## src/rtl/pong_pkg.sv

```systemverilog
// Shared types and encodings for the Pong ball engine and its helpers.
package pong_pkg;

    localparam int COORD_W_DEFAULT = 9;

    typedef enum logic [1:0] {
        SERVE = 2'd0,
        PLAY  = 2'd1,
        POINT = 2'd2
    } state_t;

    localparam logic DIR_RIGHT = 1'b1;
    localparam logic DIR_DOWN  = 1'b1;

endpackage

```

## src/rtl/paddle_overlap.sv

```systemverilog
// Combinational test of whether the ball's vertical extent overlaps a paddle.
module paddle_overlap #(
    parameter int COORD_W    = 9,
    parameter int SIZE       = 4,
    parameter int PADDLE_LEN = 32
) (
    input  logic [COORD_W-1:0] ball_y,
    input  logic [COORD_W-1:0] paddle,
    output logic               overlap
);
    localparam int W = COORD_W + 1;
    localparam logic [W-1:0] SZ  = W'(SIZE);
    localparam logic [W-1:0] LEN = W'(PADDLE_LEN);

    // one extra bit keeps paddle+LEN from wrapping near the bottom edge
    assign overlap = (({1'b0, ball_y} + SZ) > {1'b0, paddle}) &&
                     ({1'b0, ball_y} < ({1'b0, paddle} + LEN));

endmodule

```

## src/rtl/ball_engine.sv

```systemverilog
// Ball mover: per-tick motion, wall/paddle collisions, serve/play/point sequencing.
module ball_engine
    import pong_pkg::*;
#(
    parameter int COORD_W     = COORD_W_DEFAULT,
    parameter int MIN_H       = 0,
    parameter int MAX_H       = 320,
    parameter int MIN_V       = 0,
    parameter int MAX_V       = 240,
    parameter int SIZE        = 4,
    parameter int PADDLE_LEN  = 32,
    parameter int STEP_H      = 1,
    parameter int STEP_V      = 1,
    parameter int SERVE_DELAY = 60,
    parameter int START_H     = (MAX_H + MIN_H - SIZE) / 2,
    parameter int START_V     = (MAX_V + MIN_V - SIZE) / 2
) (
    input  logic               clock,
    input  logic               reset,
    input  logic               tick,
    input  logic               serve,
    input  logic [COORD_W-1:0] player1_paddle,
    input  logic [COORD_W-1:0] player2_paddle,
    output logic [COORD_W-1:0] ball_x,
    output logic [COORD_W-1:0] ball_y,
    output logic               dir_h,
    output logic               dir_v,
    output logic               in_play,
    output logic               hit,
    output logic               p1_point,
    output logic               p2_point
);
    localparam int W     = COORD_W + 1;
    localparam int CNT_W = $clog2(SERVE_DELAY + 1);

    localparam logic [W-1:0] X_HI_W   = W'(MAX_H - SIZE);
    localparam logic [W-1:0] X_LOE_W  = W'(MIN_H + STEP_H);
    localparam logic [W-1:0] Y_HI_W   = W'(MAX_V - SIZE);
    localparam logic [W-1:0] Y_LOE_W  = W'(MIN_V + STEP_V);
    localparam logic [W-1:0] STH_W    = W'(STEP_H);
    localparam logic [W-1:0] STV_W    = W'(STEP_V);

    localparam logic [COORD_W-1:0] X_HI = COORD_W'(MAX_H - SIZE);
    localparam logic [COORD_W-1:0] X_LO = COORD_W'(MIN_H);
    localparam logic [COORD_W-1:0] Y_HI = COORD_W'(MAX_V - SIZE);
    localparam logic [COORD_W-1:0] Y_LO = COORD_W'(MIN_V);
    localparam logic [COORD_W-1:0] X_ST = COORD_W'(START_H);
    localparam logic [COORD_W-1:0] Y_ST = COORD_W'(START_V);
    localparam logic [COORD_W-1:0] DX   = COORD_W'(STEP_H);
    localparam logic [COORD_W-1:0] DY   = COORD_W'(STEP_V);
    localparam logic [CNT_W-1:0]   CNT_LAST = CNT_W'(SERVE_DELAY - 1);

    state_t             state, state_n;
    logic [CNT_W-1:0]   cnt, cnt_n;
    logic               conc_right, conc_right_n;
    logic [COORD_W-1:0] x_n, y_n, y_mv;
    logic               dh_n, dv_n, dv_mv;
    logic               hit_n, p1_n, p2_n;
    logic               ovl_left, ovl_right;

    // paddles are judged against the post-move y so corner hits reflect both axes together
    paddle_overlap #(.COORD_W(COORD_W), .SIZE(SIZE), .PADDLE_LEN(PADDLE_LEN)) u_ovl_left (
        .ball_y(y_mv), .paddle(player1_paddle), .overlap(ovl_left)
    );
    paddle_overlap #(.COORD_W(COORD_W), .SIZE(SIZE), .PADDLE_LEN(PADDLE_LEN)) u_ovl_right (
        .ball_y(y_mv), .paddle(player2_paddle), .overlap(ovl_right)
    );

    always_comb begin
        y_mv  = ball_y;
        dv_mv = dir_v;
        if (dir_v == DIR_DOWN) begin
            if (({1'b0, ball_y} + STV_W) >= Y_HI_W) begin
                y_mv  = Y_HI;
                dv_mv = ~DIR_DOWN;
            end else begin
                y_mv = ball_y + DY;
            end
        end else if ({1'b0, ball_y} <= Y_LOE_W) begin
            y_mv  = Y_LO;
            dv_mv = DIR_DOWN;
        end else begin
            y_mv = ball_y - DY;
        end
    end

    always_comb begin
        state_n      = state;
        cnt_n        = cnt;
        conc_right_n = conc_right;
        x_n          = ball_x;
        y_n          = ball_y;
        dh_n         = dir_h;
        dv_n         = dir_v;
        hit_n        = 1'b0;
        p1_n         = 1'b0;
        p2_n         = 1'b0;
        case (state)
            SERVE: if (serve) state_n = PLAY;
            PLAY: if (tick) begin
                y_n  = y_mv;
                dv_n = dv_mv;
                if (dir_h == DIR_RIGHT && ({1'b0, ball_x} + STH_W) >= X_HI_W) begin
                    x_n = X_HI;
                    if (ovl_right) begin
                        dh_n  = ~DIR_RIGHT;
                        hit_n = 1'b1;
                    end else begin
                        p1_n         = 1'b1;
                        state_n      = POINT;
                        cnt_n        = '0;
                        conc_right_n = 1'b1;
                    end
                end else if (dir_h != DIR_RIGHT && {1'b0, ball_x} <= X_LOE_W) begin
                    x_n = X_LO;
                    if (ovl_left) begin
                        dh_n  = DIR_RIGHT;
                        hit_n = 1'b1;
                    end else begin
                        p2_n         = 1'b1;
                        state_n      = POINT;
                        cnt_n        = '0;
                        conc_right_n = 1'b0;
                    end
                end else begin
                    x_n = (dir_h == DIR_RIGHT) ? ball_x + DX : ball_x - DX;
                end
            end
            POINT: if (tick) begin
                if (cnt == CNT_LAST) begin
                    x_n     = X_ST;
                    y_n     = Y_ST;
                    dh_n    = conc_right ? DIR_RIGHT : ~DIR_RIGHT;
                    cnt_n   = '0;
                    state_n = SERVE;
                end else begin
                    cnt_n = cnt + 1'b1;
                end
            end
            default: state_n = SERVE;
        endcase
    end

    always_ff @(posedge clock or negedge reset) begin
        if (!reset) begin
            state      <= SERVE;
            cnt        <= '0;
            conc_right <= 1'b0;
            ball_x     <= X_ST;
            ball_y     <= Y_ST;
            dir_h      <= DIR_RIGHT;
            dir_v      <= DIR_DOWN;
            hit        <= 1'b0;
            p1_point   <= 1'b0;
            p2_point   <= 1'b0;
        end else begin
            state      <= state_n;
            cnt        <= cnt_n;
            conc_right <= conc_right_n;
            ball_x     <= x_n;
            ball_y     <= y_n;
            dir_h      <= dh_n;
            dir_v      <= dv_n;
            hit        <= hit_n;
            p1_point   <= p1_n;
            p2_point   <= p2_n;
        end
    end

    assign in_play = (state == PLAY);

endmodule

```

## config.mk

```make
export PLATFORM = sky130hd
export DESIGN_NAME = ball_engine
export DESIGN_NICKNAME = d
export VERILOG_FILES = /design/src/rtl/pong_pkg.sv /design/src/rtl/paddle_overlap.sv /design/src/rtl/ball_engine.sv
export SDC_FILE = /design/constraint.sdc
export NUM_CORES = 1
export LEC_CHECK = 0
export BUFFER_PORTS_ARGS = -buffer_cell sky130_fd_sc_hd__buf_2
export CAP_MARGIN = 40
export CORE_ASPECT_RATIO = 1.75
export CORE_MARGIN = 1
export CORE_UTILIZATION = 39
export DETAILED_ROUTE_END_ITERATION = 10
export GPL_ROUTABILITY_DRIVEN = 1
export PLACE_DENSITY = 0.62
export SLEW_MARGIN = 20
export SYNTH_ARGS = -nofsm -noshare
export SYNTH_HDL_FRONTEND = slang
export SYNTH_SLANG_ARGS = --single-unit
```

## constraint.sdc

```tcl
create_clock -name clock -period 4.7 [get_ports clock]
set_input_delay 0 -clock clock [delete_from_list [all_inputs] [get_ports clock]]
set_output_delay 0 -clock clock [all_outputs]
set_load 0.02 [all_outputs]
```

==> results.md <==
- Synth top cells by count: ha_1 (45), inv_1 (42), nand2_1 (41)
- Final worst setup slack: between 0.1 and 0.15 ns
- Final period utilization: 97.7%
- VDD IR max: 0.000272 V
- Switching share of power: 50.2%
- Wire per inst: 16.6 microns
- Initial Util: 40.3%
- Placed Instances: 628
- Int Pwr: 1.47 mW
- Grt total ovfl: 0
- Crit path to: cnt[0]
- Final nets: 590
- Clock H-tree levels: 2
- Crit. Startpoint: ball_y[1]
- Largest net degree at the start of global routing: 33
- Clock Skew: roughly 0.0058 ns
- CTS root buf: clkbuf_16
- Overall Global Routing Usage: 23.4%
- R2R depth: 22
- CP Data Arrival Time: 4.76 ns
- IO Count: 46
- Crit Reg-Reg Endpoint: cnt[0]
- Worst setup EP type: flop
- Pwr dens: around 670 mW/mm^2
- Status: complete, no violations
- Pre-CTS setup slack: -0.0212 ns
- Startpoint types: flop
- Yosys top cell area share: 15.4%
- Mapped Area: 0.00367 sq mm
- First-pass GRT wire length: 17.5 mm
- Fill cells: 944
- Drt drc: 0
- FF+latch count, synth: 32
- Crit-path cells: ha_4 -> and4_4 -> nand4_4 -> mux2i_4 -> a41oi_4 -> a21oi_2 -> o21ai_1 -> a21oi_2 -> ha_2 -> nand2_2 -> nor2_2 -> mux2_4 -> ha_4 -> nand4_1 -> nor2_1 -> a31oi_1 -> o31ai_1 -> a21oi_1 -> a31oi_2 -> nor3_4 -> or4b_4 -> mux2_4
- Design area: 0.00443 sq mm
- DR vias: 3666
- CTS max path bufs: 2
- Avg Inst Size Synth: a little under 8 sq um
- Gate Count Post-Synth: 463
- Final non-filler cell total: between 600 and 700
- Worst Max-Slew Pin Slew: 0.641 ns
- Max Cap Viol: 0
- Power, Total: 2.95 mW
- CP peak stage delay: 0.59 ns
- Top post-synthesis cells by area: ha_1 (15%), dfrtp_1 (14%), dfstp_2 (8.6%), inv_1 (4.3%), nand2_1 (4.2%)
- Reg power frac: 18.7%
- # rows: 46
- Unrepaired setup endpoints after global routing: true
- Clock buffer count from CTS: 5
- Tightest Hold Check Type: in2reg
- NetSw: 1.48 mW
- WL final: between 10 and 15 mm
- Clock Sinks: 32
- Final Hold Vio Count: 0
- Worst reg2reg startpoint: ball_y[1]
- Final setup violation count: 0
- Clk Latency, worst-skew pair: 0.29 ns
- Initial antenna violation count: 0
- Vias in the first global route: 3733
- CTS tree: built
- Gpl congestion: ~0.87
- Mapped Nets: 530
- Max Slew Vio Count: 0
- Post-synth EDFFs: 0
- Minimum clock period: around 4.6 ns
- Clock-pin slew on the worst setup and hold paths: 0.06 ns
- Synth cell types: 65
- DP Area: between 0.004 and 0.005 sq mm
- Vias per cell: 5.69
- Leak pwr: 2.01 nW
- Core area: 0.00909 sq mm
- Flop2flop setup slack: roughly 0.11 ns
- Routed Antenna Nets: 0
- Layout cell share with drive strength beyond 1: 24.2%
- Max frequency: 218 MHz
- WS Path Type: reg2reg
- Comb pwr share: 70.3%
- PortBufs: 45
- Post-synthesis async set-or-reset flop share: 100%
- Slew HR: a little under three fifths
- DIE AREA: ~0.0098 sq mm
- First-pass DRT Iterations: 4
- Hold WS: about 0.16 ns
- DRC marker count from the first detailed-route iteration: about 230
- Most common cell in the netlist: ha_1
- Post-synthesis sequential area ratio: about 22%
- Critical Path RT: 4.87 ns
- Die X: 75.3 microns
- Antenna diode count: 0
- Synthesis Warnings: 0
- Clk pwr share: 11.1%
- Dominant synthesized flop cell: dfrtp_1
- HPWL after DPL: ~8.4 mm
- Yosys top cell by area: ha_1
- Slowest cell on crit path: dfstp_2
- Height of the die: 130 microns
- Area growth syn-to-layout: 20.9%
- Worst Path Max Fanout: 6
- Hold path depth: 3
kinds of logic (layout without fill, tap and decap cells):
logic type      count (synthesis)  after routing  share of synthesized area, %
simple gates                  166            166                          23.5
compound gates                128            128                          24.3
buf+inv                        66            127                          7.44
fa+ha+maj                      45             45                          15.4
flops                          32             32                          22.3
xor+xnor                       17             17                          4.06
mux                             9              9                          3.04
metal layers:
| metal | track usage (%) | part of all wire, % | vias up |
|---|---|---|---|
| met4 | 13.0 | 4.2 | 0 |
| met3 | 2.63 | 3.5 | 35 |
| li1 | - | - | 1801 |
| met5 | 0 | 0 | - |
| met1 | 24.9 | 38 | 1733 |
| met2 | 43.2 | 55 | 97 |
timing repair:
item / CTS / global route
hold buffers: 1 / 0
buffers inserted: 0 / 5
resized for setup: 1 / 17
setup endpoints to repair: 4 / 8
hold endpoints to repair: 20 / 0
pin swaps: 0 / 10
power by group through the flow:
| stage | combinational, mW | clock (mW) | sequential, mW |
|---|---|---|---|
| after floorplan | 1.38 | 0 | 0.551 |
| after global placement | 1.91 | 0 | 0.548 |
| after detailed placement | 1.93 | 0 | 0.553 |
| after CTS | 1.95 | 0.337 | 0.549 |
| after global routing | 2.30 | 0.345 | 0.566 |
| final | 2.07 | 0.327 | 0.551 |
state kept, by name, indices dropped and copies added, names as in the netlist:
name        flops
hit             1
p2_point        1
conc_right      1
ball_y          9
dir_h           1
state           2
p1_point        1
cnt             6
dir_v           1
ball_x          9
metrics by stage:
stage,TNS (ns),util [%]
after detailed placement,-0.0242,45.3
after CTS,0,47.1
after global routing,-0.409,48.7
final,0,48.7
after floorplan,0,-
after global placement,0,45.3
final cells by class:
class	instances	area, sq um	area share (%)
well taps	120	150	3.39
clock inverters	3	18.8	0.424
inverters	45	171	3.87
clock buffers	5	125	2.82
repair buffers	74	464	10.5
flip-flops and latches	32	816	18.4
multi-input cells	365	2690	60.6
placed cells by master (no fill, tap or decap), types with 8 or more instances in the layout:
| cell | netlist | layout |
|---|---|---|
| buf_4 | 4 | 24 |
| nor2_1 | 34 | 33 |
| nand2_1 | 41 | 40 |
| a21oi_1 | 29 | 26 |
| a31oi_1 | 14 | 13 |
| o21a_1 | 10 | 10 |
| buf_2 | 8 | 45 |
| inv_1 | 42 | 42 |
| dfrtp_1 | 20 | 20 |
| dfstp_2 | 12 | 12 |
| nor4_1 | 8 | 8 |
| nand3_1 | 21 | 21 |
| o21ai_0 | 23 | 20 |
| ha_1 | 45 | 41 |
| nor3_1 | 17 | 15 |
| xnor2_1 | 14 | 13 |
critical path: cells and delay by family (launching register included):
family | cells | cell delay (ns)
AND/OR/NAND/NOR | 8 | 1.32
adder cells (fa/ha/maj) | 3 | 0.67
AO/OA/AOI/OAI | 8 | 1.00
multiplexers | 3 | 0.87
flip-flops | 1 | 0.59
worst min path at each step:
stage / from / end
after floorplan: reset / ball_x[0]
after detailed placement: reset / ball_x[8]
after CTS: tick / p2_point
after global placement: reset / ball_y[0]
after global routing: reset / ball_y[0]
final: tick / p2_point
Power figures use the tool's default switching activity.
